--- config.mk ---
export PLATFORM = sky130hd
export DESIGN_NAME = cache_maint_seq
export DESIGN_NICKNAME = d
export VERILOG_FILES = /design/src/rtl/cache_maint_pkg.sv /design/src/rtl/way_pick.sv /design/src/rtl/cache_maint_seq.sv
export SDC_FILE = /design/constraint.sdc
export NUM_CORES = 1
export LEC_CHECK = 0
export BUFFER_PORTS_ARGS = -buffer_cell sky130_fd_sc_hd__buf_2
export CAP_MARGIN = 25
export CORE_AREA = 2 2 233 235
export DETAILED_ROUTE_END_ITERATION = 10
export DIE_AREA = 0 0 235 237
export HOLD_SLACK_MARGIN = 0.15
export PLACE_DENSITY = 0.47
export SLEW_MARGIN = 10
export SYNTH_ARGS = -nofsm -noshare
export SYNTH_HDL_FRONTEND = slang
export SYNTH_SLANG_ARGS = --single-unit
--- constraint.sdc ---
create_clock -name clk -period 2.67 [get_ports clk]
set_clock_uncertainty 0.15 [all_clocks]
set_input_delay 0.4005 -clock clk [delete_from_list [all_inputs] [get_ports clk]]
set_output_delay 0.4005 -clock clk [all_outputs]
set_load 0.05 [all_outputs]
--- src/rtl/cache_maint_pkg.sv ---
// Shared constants for the L1 cache maintenance sequencer.
// Holds default array widths matching the cache top, the sequencer state
// encodings and the maintenance opcode values.
package cache_maint_pkg;

    // Default geometry of the 4-way L1 (8192 sets, 32-byte lines).
    localparam int WAYS_DEF      = 4;
    localparam int IDX_BITS_DEF  = 13;
    localparam int TAG_BITS_DEF  = 14;
    localparam int OFF_BITS_DEF  = 5;
    localparam int LINE_BITS_DEF = 256;
    localparam int ADDR_BITS     = 32;

    // Sequencer states, kept as plain constants so legacy tools that
    // predate enum support can still read the encoding.
    typedef logic [2:0] state_t;
    localparam state_t ST_IDLE    = 3'd0;
    localparam state_t ST_RD_SET  = 3'd1;
    localparam state_t ST_CHK_SET = 3'd2;
    localparam state_t ST_RD_WAY  = 3'd3;
    localparam state_t ST_WB_REQ  = 3'd4;
    localparam state_t ST_CLR     = 3'd5;

    // Maintenance opcodes carried on cmd_op.
    localparam logic OP_FLUSH = 1'b0;  // write back dirty lines, then invalidate
    localparam logic OP_INVAL = 1'b1;  // invalidate only, dirty data discarded

endpackage

--- src/rtl/way_pick.sv ---
// Purpose: one-hot select of the lowest set bit of a WAYS-wide request mask.
// Latency: purely combinational, zero cycles.
// Backpressure: none; output follows the input every cycle.
//
// Ports: req  - candidate way mask
//        gnt  - one-hot lowest set bit of req, all zero when req is zero
// Shared with the replacement logic, which uses it to pick a free way.
module way_pick #(
    parameter int WAYS = 4
) (
    input  logic [WAYS-1:0] req,
    output logic [WAYS-1:0] gnt
);

    logic found;

    always_comb begin
        gnt   = '0;
        found = 1'b0;
        for (int i = 0; i < WAYS; i++) begin
            if (req[i] && !found) begin
                gnt[i] = 1'b1;
                found  = 1'b1;
            end
        end
    end

endmodule

--- src/rtl/cache_maint_seq.sv ---
// Purpose: walks every L1 set for FLUSH_ALL / INVAL_ALL, writing back dirty lines and clearing state.
// Latency: 3 cycles per clean set, plus 2 cycles and the ack wait per dirty way; done 1 cycle after last clear.
// Backpressure: cmd_ready only in IDLE (commands wait upstream); wb_req/addr/data held until wb_ack.
//
// Ports:
//   clk, reset                 - clock, synchronous active-high reset
//   cmd_valid/cmd_op/cmd_ready - command handshake; cmd_op 0=FLUSH, 1=INVAL
//   busy, done                 - walk in progress / one-cycle completion pulse
//   idx, arr_rd, way_sel       - array address, read strobe, one-hot way (0 for set reads)
//   val_rd, mod_rd             - valid/dirty bits of idx, one cycle after arr_rd
//   tag_rd, line_rd            - tag and line of way_sel, one cycle after arr_rd
//   wb_req/wb_addr/wb_data/wb_ack - writeback request port to main memory
//   val_clr, mod_clr, lru_rst  - one-cycle clear strobes for the set at idx
module cache_maint_seq
    import cache_maint_pkg::*;
#(
    parameter int WAYS      = WAYS_DEF,
    parameter int IDX_BITS  = IDX_BITS_DEF,
    parameter int TAG_BITS  = TAG_BITS_DEF,
    parameter int OFF_BITS  = OFF_BITS_DEF,
    parameter int LINE_BITS = LINE_BITS_DEF
) (
    input  logic                 clk,
    input  logic                 reset,

    input  logic                 cmd_valid,
    input  logic                 cmd_op,
    output logic                 cmd_ready,
    output logic                 busy,
    output logic                 done,

    output logic [IDX_BITS-1:0]  idx,
    output logic                 arr_rd,
    output logic [WAYS-1:0]      way_sel,
    input  logic [WAYS-1:0]      val_rd,
    input  logic [WAYS-1:0]      mod_rd,
    input  logic [TAG_BITS-1:0]  tag_rd,
    input  logic [LINE_BITS-1:0] line_rd,

    output logic                 wb_req,
    output logic [31:0]          wb_addr,
    output logic [LINE_BITS-1:0] wb_data,
    input  logic                 wb_ack,

    output logic [WAYS-1:0]      val_clr,
    output logic [WAYS-1:0]      mod_clr,
    output logic                 lru_rst
);

    state_t                state_q,   state_d;
    logic [IDX_BITS-1:0]   idx_q,     idx_d;
    logic [WAYS-1:0]       pend_q,    pend_d;
    logic                  op_q,      op_d;
    logic                  wb_req_q,  wb_req_d;
    logic [31:0]           wb_addr_q, wb_addr_d;
    logic [LINE_BITS-1:0]  wb_data_q, wb_data_d;
    logic                  done_q,    done_d;

    // Way currently being written back: lowest outstanding dirty way.
    logic [WAYS-1:0]       pick;

    way_pick #(
        .WAYS (WAYS)
    ) u_way_pick (
        .req (pend_q),
        .gnt (pick)
    );

    // ------------------------------------------------------------------
    // Next-state logic
    // ------------------------------------------------------------------
    always_comb begin
        state_d   = state_q;
        idx_d     = idx_q;
        pend_d    = pend_q;
        op_d      = op_q;
        wb_req_d  = wb_req_q;
        wb_addr_d = wb_addr_q;
        wb_data_d = wb_data_q;
        done_d    = 1'b0;

        case (state_q)
            ST_IDLE: begin
                if (cmd_valid) begin
                    op_d    = cmd_op;
                    idx_d   = '0;
                    pend_d  = '0;
                    state_d = ST_RD_SET;
                end
            end

            ST_RD_SET: begin
                state_d = ST_RD_SET + state_t'(1);
            end

            ST_CHK_SET: begin
                // Only lines that are both valid and dirty need writing back;
                // a stale dirty bit on an invalid way is ignored.
                pend_d  = (op_q == OP_INVAL) ? '0 : (val_rd & mod_rd);
                state_d = (pend_d == '0) ? ST_CLR : ST_RD_WAY;
            end

            ST_RD_WAY: begin
                state_d = ST_WB_REQ;
            end

            ST_WB_REQ: begin
                if (!wb_req_q) begin
                    // First cycle here: tag/line read issued in RD_WAY has
                    // just arrived, so capture it before raising the request.
                    wb_addr_d = ADDR_BITS'({tag_rd, idx_q, {OFF_BITS{1'b0}}});
                    wb_data_d = line_rd;
                    wb_req_d  = 1'b1;
                end else if (wb_ack) begin
                    wb_req_d = 1'b0;
                    pend_d   = pend_q & ~pick;
                    state_d  = (pend_d != '0) ? ST_RD_WAY : ST_CLR;
                end
            end

            ST_CLR: begin
                // Terminate on the last index instead of relying on wrap.
                if (idx_q == {IDX_BITS{1'b1}}) begin
                    state_d = ST_IDLE;
                    done_d  = 1'b1;
                end else begin
                    idx_d   = idx_q + IDX_BITS'(1);
                    state_d = ST_RD_SET;
                end
            end

            default: begin
                state_d  = ST_IDLE;
                wb_req_d = 1'b0;
            end
        endcase
    end

    // ------------------------------------------------------------------
    // State registers
    // ------------------------------------------------------------------
    always_ff @(posedge clk) begin
        if (reset) begin
            state_q   <= ST_IDLE;
            idx_q     <= '0;
            pend_q    <= '0;
            op_q      <= OP_FLUSH;
            wb_req_q  <= 1'b0;
            wb_addr_q <= '0;
            wb_data_q <= '0;
            done_q    <= 1'b0;
        end else begin
            state_q   <= state_d;
            idx_q     <= idx_d;
            pend_q    <= pend_d;
            op_q      <= op_d;
            wb_req_q  <= wb_req_d;
            wb_addr_q <= wb_addr_d;
            wb_data_q <= wb_data_d;
            done_q    <= done_d;
        end
    end

    // ------------------------------------------------------------------
    // Outputs, decoded from registered state
    // ------------------------------------------------------------------
    always_comb begin
        cmd_ready = (state_q == ST_IDLE);
        busy      = (state_q != ST_IDLE);
        done      = done_q;
        idx       = idx_q;
        arr_rd    = (state_q == ST_RD_SET) || (state_q == ST_RD_WAY);
        way_sel   = (state_q == ST_RD_WAY) ? pick : '0;
        wb_req    = wb_req_q;
        wb_addr   = wb_addr_q;
        wb_data   = wb_data_q;
        val_clr   = {WAYS{state_q == ST_CLR}};
        mod_clr   = {WAYS{state_q == ST_CLR}};
        lru_rst   = (state_q == ST_CLR);
    end

endmodule

== Word-level counts from Yosys, hierarchy flattened ==
Index checks and enable logic that the tools add are counted.
Word-level totals
  bits in registers: 306
  bits in latches: 0
  memory bits (writable): 0
  ROM bits: 0
  input bits: 283
  output and inout port bits: 319
  memories kept: 0
Cells by class
  add/subtract/negate cells: 1
  multiply operators: 0
  div/mod/pow operators: 0
  $lt $le $gt $ge: 0
  equality and inequality tests: 10
  shifts and indexed selects: 0
  muxes and demuxes: 26
  bitwise operators: 5
  reduce and logical (&&, ||, !) cells: 20
Operators with widths (number)
  $mux W13: 2
  $pmux W13 S2: 1
  $mux W4: 5
  $pmux W3 S6: 1
  $mux W3: 5
  $add A13 B1 Y13 const B: 1
  $eq A13 B13 Y1 const B: 1
  $pmux W4 S3: 1
  $mux W1: 10
  $and A4 B4 Y4: 2
  $ne A2 B2 Y1 const B: 4
  $eq A3 B2 Y1 const B: 2
  $eq A3 B3 Y1 const B: 2
  $reduce_and A3 Y1: 2
  $reduce_bool A3 Y1: 2
  $reduce_or A5 Y1: 1
  $logic_not A4 Y1: 1
  $not A4 Y4: 1
  $reduce_and A2 Y1: 2
  $reduce_and A4 Y1: 1
  $reduce_bool A4 Y1: 1
  $eq A3 B1 Y1 const B: 1
  $logic_and A1 B1 Y1: 3
  $logic_not A1 Y1: 3
  6 further kinds: 7

== Logic depth before layout (Yosys ltp) ==
Gate-level depths: netlist of the first run.
  depth in word-level cells: 17
  mapped depth: 9
  depth with buffers taken out: 5

== By module ==
From an unflattened synthesis of the first run, not the netlist that was laid out.
Unflattened totals
  cell total of the unflattened synthesis: 1401
  area, all modules: 11050.6 µm²
Modules (own cells, without submodules)
  cache_maint_seq: times used 1, cells an instance 1397, area each 11014.3 µm², seq. area each 6125.9 µm²
  way_pick: times used 1, cells an instance 4, area each 36.3 µm², seq. area each 0.0 µm²

== Worst setup path after synthesis of the first run ==
Ideal clock, no wire load.
  kind: flip-flop to output port
  start point: reg state_q[2]
  end point: out way_sel[3]
  arrival time: 2746 ps
  slack: -626 ps
  stages on the path, launching flop included: 6
  path through: dfxtp_1 -> buf_6 -> clkbuf_1 -> nor2_1 -> nand3_1 -> nor3b_1
On the way
  longest elaborated chain between the ends: 2
RTL lines
  start: declaration: RTL line cache_maint_seq.sv:50  | state_t state_q, state_d;
  start signal: assignment: RTL line cache_maint_seq.sv:153  | state_q <= state_d;
  $eq A3 B2 Y1: RTL line cache_maint_seq.sv:173  | way_sel = (state_q == ST_RD_WAY) ? pick : '0;
  $mux W4: RTL line cache_maint_seq.sv:173
  end: declaration: RTL line cache_maint_seq.sv:34  | output logic [WAYS-1:0] way_sel,
Every way passes these cells.

== Worst setup path in the final report of the first run ==
  start point: reg state_q[1]
  end point: reg wb_data_q[250], in the netlist wb_data[250]
On the way
  longest elaborated chain between the ends: 2
RTL lines
  $eq A3 B3 Y1: RTL line cache_maint_seq.sv:82  | case (state_q)
  $reduce_and A2 Y1 (no line)
  end signal: assignment: RTL line cache_maint_seq.sv:159  | wb_data_q <= wb_data_d;
  end: declaration: RTL line cache_maint_seq.sv:56  | logic [LINE_BITS-1:0] wb_data_q, wb_data_d;
Every way passes these cells.
A chain may end at the register's enable or synchronous reset.

==> impl_metrics.ini, run 1 <==
[placed_design]
dpl.hpwl_mm = 30.68
port_buffers = 596
globalplace.congestion = 0.8474
place_worst_setup_slack_ns = 0.3292

[floorplanning]
start_util_pct = 20.71
die_h_um = 237
num_rows = 85
coreArea_sq_mm = 0.05328
io_pins = 602
dieWidth_um = 235
dieArea_sq_mm = 0.05570

[critical_path]
cp.arrival_ns = 2.81
cp_data_required_time_ns = 2.98
cp_max_fo = 65
worstSetupPathType = flop to flop
cp-end-kind = flop
start_kind = flop

[timing]
setup_tns_ns = 0
tightest_slew_ns = 0.6391
fmax_mhz = 400.6
layout_setup_ws_ns = 0.1735
max_slew_margin_pct = 57.24
fin_crit_sh_pct = 93.50
slew_violations = 0
timing_hold_violations_final = 0
setup_viol = 0
min_period_ns = 2.497
rsz0062_at_grt = false

[global_routing]
grt_start_max_net_pins = 108
grt-ovfl-total = 0
grt_pass1_wl_mm = 67.55
antenna_found_initial = 2
grt_pass1_vias = 12560
grt_usage_pct = 14.89

[yosys]
netlist_instances = 1408
synth_ff_type = dfxtp_1
synth_seq_area_share_pct = 55.51
synth.avg_cell_area_sq_um = 7.838
async_flop_share_pct = 0
yosysWarnings = 0
syn_area_sq_mm = 0.01104
synth-edff-count = 0
synth_cell_types = 49
synth-seq-cells = 306

[routing]
wire_per_inst_um = 14.79
drc = 0
ant_nets = 0
topRoutingLayerUsed = met5
dr_wl_met2_mm = 20.91
vias_per_cell = 4.252
wirelength_met1_mm = 18.07
vias = 12666
drt_iter0_drc = 477
routed_wl_mm = 44.06
routed-wl-met3_mm = 3.498
drt_pass1_iterations = 5

[final_layout]
final_nets = 2541
layout_common_cells = 594 x buf_2, 583 x nand2_1, 306 x dfxtp_1
diodes = 0
drive_above_1_share_pct = 30.71
layout_commonest_cell = buf_2
syn_to_final_growth_pct = 71.00

[clock_network]
cts_root_buffer = clkbuf_16
htreeDepth = 2
cts_num_sinks = 306
cts_tree = done
clkSlewWorstSetupHoldPaths_ns = 0.05
clkLatencyLatePin_ns = 0.52
clock_path_buffers = 3
cts_made_buffers = 37

[power_and_ir_drop]
ir_drop_mv = 0.3542
p_per_area_mw_per_mm2 = 624.9
leakage_nw = 8.148

[hold_path]
hp-class = primary input to flop

[job]
cap_violations = 0

[run_status]
status = finished clean
[synth_stat cells, drive strengths merged, types with 5 or more instances]
master,n,area share (%)
clkbuf,59,2.0
nor4,6,0.34
nand2,583,20
buf,57,2.9
o21ai,7,0.32
mux2i,7,0.63
inv,8,0.27
nor3,5,0.23
dfxtp,306,56
nand3,7,0.32
a21oi,295,13
nor2,11,0.37
or3,8,0.45
[logic make-up after synthesis]
| logic type | synth area share [%] |
|---|---|
| buffers and inverters | 5.181 |
| other | 0.03398 |
| multiplexers | 0.6349 |
| adder cells (fa/ha/maj) | 0.1134 |
| flip-flops | 55.51 |
| AND/OR/NAND/NOR | 23.15 |
| AO/OA/AOI/OAI | 15.37 |
[cell type report]
type,instances,area [sq um]
fillers,5529,34410
flip-flops and latches,306,6126
inverters,9,33.78
multi-input cells,981,4377
clock inverters,10,78.83
clock buffers,55,1094
repair buffers,922,6291
well taps,696,870.8
[registers in the layout (all words and copies together), names as in the netlist]
register / cells
wb_data: 256
wb_addr: 27
idx: 13
pend_q: 4
state_q: 3
done: 1
op_q: 1
wb_req: 1
[final timing paths]
kind / startpoint / to / slack, ns / cells past startpoint
max: state_q[1]$_SDFFE_PP0P_ / wb_data[250]$_SDFFE_PP0P_ / 0.17 / 6
min: val_rd[2] / state_q[1]$_SDFFE_PP0P_ / 0.23 / 5
max reg2reg: state_q[1]$_SDFFE_PP0P_ / wb_data[250]$_SDFFE_PP0P_ / 0.17 / 6
min reg2reg: wb_data[125]$_SDFFE_PP0P_ / wb_data[125]$_SDFFE_PP0P_ / 0.30 / 2
[power breakdown]
| part | internal [mW] | switching (mW) | total [mW] |
|---|---|---|---|
| Sequential | 4.74 | 0.0923 | 4.83 |
| Clock | 2.92 | 1.94 | 4.86 |
| Combinational | 0.766 | 1.34 | 2.10 |
[worst max-delay path, cell delays in order, from the launching register on]
cell and delay, ns:
dfxtp_1 0.41, or3b_1 0.56, nor2_4 0.22, buf_12 0.26, nand2_1 0.10, a21oi_1 0.12
dlygate4sd3_1 0.57
[metal layers]
layer,global-route usage [%],vias to the layer above
met2,25.70,490
met5,0,-
met3,4.395,107
li1,-,6279
met4,6.003,4
met1,17.24,5786
[per-stage QoR]
step	hold slack (ns)	power, mW	std cells	util, %	area [sq um]
4_1_cts	0.1659	12.00	2974	35.34	18830
3_3_place_gp	0.2884	6.681	2625	27.81	14820
3_5_place_dp	0.2933	6.697	2625	27.81	14820
5_1_grt	0.2706	12.33	2979	35.42	18870
2_1_floorplan	0.3195	6.063	1412	-	11060
6_report	0.2274	11.79	2979	35.42	18870
[repair_timing]
| action | 4_1_cts | 5_1_grt |
|---|---|---|
| setup endpoints to repair | 0 | 3 |
| resized for setup | 0 | 2 |
| setup buffers | 0 | 5 |
| hold buffers | 284 | 0 |
| endpoints found under the hold margin | 289 | 0 |
Note: power is estimated with default switching activity, not from simulation.
==> run 2: changes to the inputs <==
--- a/config.mk
+++ b/config.mk
@@ -7,12 +7,13 @@
 export LEC_CHECK = 0
 export BUFFER_PORTS_ARGS = -buffer_cell sky130_fd_sc_hd__buf_2
 export CAP_MARGIN = 25
-export CORE_AREA = 2 2 233 235
+export CORE_AREA = 2 2 234 236
 export DETAILED_ROUTE_END_ITERATION = 10
-export DIE_AREA = 0 0 235 237
+export DIE_AREA = 0 0 236 238
 export HOLD_SLACK_MARGIN = 0.15
 export PLACE_DENSITY = 0.47
 export SLEW_MARGIN = 10
 export SYNTH_ARGS = -nofsm -noshare
 export SYNTH_HDL_FRONTEND = slang
+export SYNTH_HIERARCHICAL = 1
 export SYNTH_SLANG_ARGS = --single-unit
==> impl_metrics.ini, run 2 <==
[timing]
timing_hold_violations_final = 0
fin_crit_sh_pct = 91.09
setup_viol = 0
fmax_mhz = 411.2
slew_violations = 0
rsz0062_at_grt = false
min_period_ns = 2.432
setup_tns_ns = 0

[power_and_ir_drop]
internal_power_mw = 8.221
power.total_mw = 11.03
swShare_pct = 25.48
clkPwrFrac_pct = 44.7
ir_drop_mv = 0.3355
p_per_area_mw_per_mm2 = 583.2
p_seq_share_pct = 42.6
leakage_nw = 8.274
pwr-share-comb_pct = 12.6
p_switching_mw = 2.811

[yosys]
synth-seq-cells = 306
yosysWarnings = 6
synthXorXnorAreaFrac_pct = 0.2378
synth_ff_type = dfxtp_1
synthSimpleGateAreaFrac_pct = 22.78
synth_largest_area_cell = dfxtp_1
syn_area_sq_mm = 0.01105
async_flop_share_pct = 0
synth_top_cell_area_share_pct = 55.43
synth_compound_area_share_pct = 15.49
synth-edff-count = 0
synth_top_family_by_area = simple AND/OR/NAND/NOR gates
synth.avg_cell_area_sq_um = 7.888
yosys-top-cells-area = dfxtp_1 55%, nand2_1 20%, a21oi_1 14%
synthAdderAreaFrac_pct = 0.1132
netlist_instances = 1401
synthTopCellsByCount = 575 x nand2_1, 306 x dfxtp_1, 302 x a21oi_1, 61 x buf_2, 37 x clkbuf_1
yosysMostFrequentCell = nand2_1
synth_seq_area_share_pct = 55.43
synth_cell_types = 52
synth_mux_area_share_pct = 0.1812

[clock_network]
htreeDepth = 2
clkSlewWorstSetupHoldPaths_ns = 0.06
cts_made_buffers = 37
clkLatencyLatePin_ns = 0.54
cts_tree = done
cts_num_sinks = 306
clock_path_buffers = 3
cts_root_buffer = clkbuf_16

[critical_path]
rr_endpoint = wb_data[136]$_SDFFE_PP0P_
crit_chain = nand3b_2 -> nor2_4 -> buf_12 -> buf_12 -> nand2_1 -> a21oi_1 -> dlygate4sd3_1
crit_family = buffers and inverters
cp.arrival_ns = 2.75
path_common_cell = buf_12
cp_max_fo = 40
ff2ff_setup_slack_ns = 0.24
reg2reg_from = state_q[1]$_SDFFE_PP0P_
cp_data_required_time_ns = 2.99
max_stage_delay_ns = 0.56
path_buf_inv = 3
cp_slowest_cell = dlygate4sd3_1
worstSetupPathType = flop to flop
worst_r2r_path_depth = 7
start_kind = flop
cp-end-kind = flop

[floorplanning]
dieWidth_um = 236
die_h_um = 238
coreArea_sq_mm = 0.05350
dieArea_sq_mm = 0.05617
io_pins = 602
start_util_pct = 20.66
num_rows = 85

[placed_design]
dp_cells = 2610
dpl.hpwl_mm = 29.59
globalplace.congestion = 0.8438
port_buffers = 596

[job]
cap_violations = 0

[hold_path]
hp-class = primary input to flop
min_path_cells = 5
holdPathEnd = pend_q[2]$_SDFFE_PP0P_
worst_hold_startpoint = val_rd[2]

[routing]
routed_wl_mm = 43.55
drc = 0
ant_nets = 0
drt_pass1_iterations = 6
vias_per_cell = 4.198
vias = 12463
wire_per_inst_um = 14.67
drt_iter0_drc = 423

[final_layout]
regArea_sq_mm = 0.006128
largest_reg_flops = 256
multi_input_area_sq_mm = 0.004317
layout_commonest_cell = buf_2
final_nets = 2533
diodes = 0
fillers = 5582
syn_to_final_growth_pct = 71.18
layout_common_cells = 595 x buf_2, 575 x nand2_1, 304 x dfxtp_1
drive_above_1_share_pct = 30.93
instances_no_fill = 2969

[global_routing]
grt_pass1_vias = 12111
grt_start_max_net_pins = 69
antenna_found_initial = 0
grt-ovfl-total = 0
grt_usage_pct = 14.39
grt_pass1_wl_mm = 65.69

[run_status]
status = finished clean
run 2: changes by cell type in the layout (fill, tap and decap cells not counted), moves of 5 or more:
cell,delta
a21oi_1,+7
buf_4,-13
dlygate4sd3_1,+6
mux2i_1,-5
nand2_1,-8
nor2_1,+9
nor4_1,-6
run 2: layout make-up:
type                            instances  share of cell area (%)
Clock inverter                          6                  0.1918
Multi-Input combinational cell        972                   22.82
Tap cell                              696                   4.603
Inverter                               11                  0.2249
Timing Repair Buffer                  921                   33.67
Sequential cell                       306                   32.40
Clock buffer                           57                   6.098
run 2: how the worst max path moves through the flow:
stage | startpoint | endpoint | slack, ns | cells after the start
2_1_floorplan | state_q[2]$_SDFFE_PP0P_ | way_sel[2] | 0.32 | 4
3_3_place_gp | state_q[2]$_SDFFE_PP0P_ | wb_data[75]$_SDFFE_PP0P_ | 0.57 | 6
3_5_place_dp | state_q[2]$_SDFFE_PP0P_ | wb_data[121]$_SDFFE_PP0P_ | 0.50 | 6
4_1_cts | state_q[2]$_SDFFE_PP0P_ | wb_data[136]$_SDFFE_PP0P_ | 0.02 | 7
5_1_grt | state_q[2]$_SDFFE_PP0P_ | wb_data[136]$_SDFFE_PP0P_ | 0.08 | 7
6_report | state_q[1]$_SDFFE_PP0P_ | wb_data[136]$_SDFFE_PP0P_ | 0.24 | 7
run 2: stage by stage:
stage	worst slack [ns]	instance area, sq um	util (%)	hold WS, ns
global placement	0.5675	14740	27.56	0.2877
finish	0.2378	18920	35.36	0.1952
CTS	0.01848	18830	35.21	0.1624
detailed placement	0.5048	14740	27.56	0.2931
floorplan	0.3239	11070	-	0.3190
global route	0.08254	18920	35.36	0.2192
run 2: worst register-to-register path, stage by stage (launching register included):
cell           delay, ns
dfxtp_2             0.38
nand3b_2            0.33
nor2_4              0.25
buf_12              0.23
buf_12              0.26
nand2_1             0.10
a21oi_1             0.12
dlygate4sd3_1       0.56
run 2: logic make-up (layout without fill, tap and decap cells):
logic type / after synthesis / count (layout)
buffers and inverters: 127 / 995
xor gates and xnor gates: 3 / 3
adders and majority gates: 1 / 1
muxes: 2 / 2
DFF: 306 / 306
AOI/OAI and AO/OA: 329 / 329
and+or+nand+nor: 632 / 632
other: 1 / 5
run 2: power groups by stage:
| stage | Combinational (mW) | Clock, mW | Sequential (mW) |
|---|---|---|---|
| floorplan | 0.359 | 0 | 5.08 |
| global route | 1.49 | 5.32 | 4.71 |
| CTS | 1.38 | 5.14 | 4.70 |
| detailed placement | 1.05 | 0 | 4.80 |
| global placement | 1.05 | 0 | 4.80 |
| finish | 1.39 | 4.94 | 4.70 |
run 2: repair_timing:
action / 4_1_cts / 5_1_grt
endpoints found under the setup margin: 0 / 11
hold buffers: 290 / 0
resized for setup: 0 / 2
setup buffers: 0 / 4
hold endpoints to repair: 292 / 0
run 2: layer usage:
layer  global-route usage [%]  share of wire (%)  vias up
met5                        0                  0        -
li1                         -                  -     6208
met3                    3.771                6.6       85
met4                    5.385                3.1        0
met2                    25.32                 50      447
met1                    16.73                 41     5723
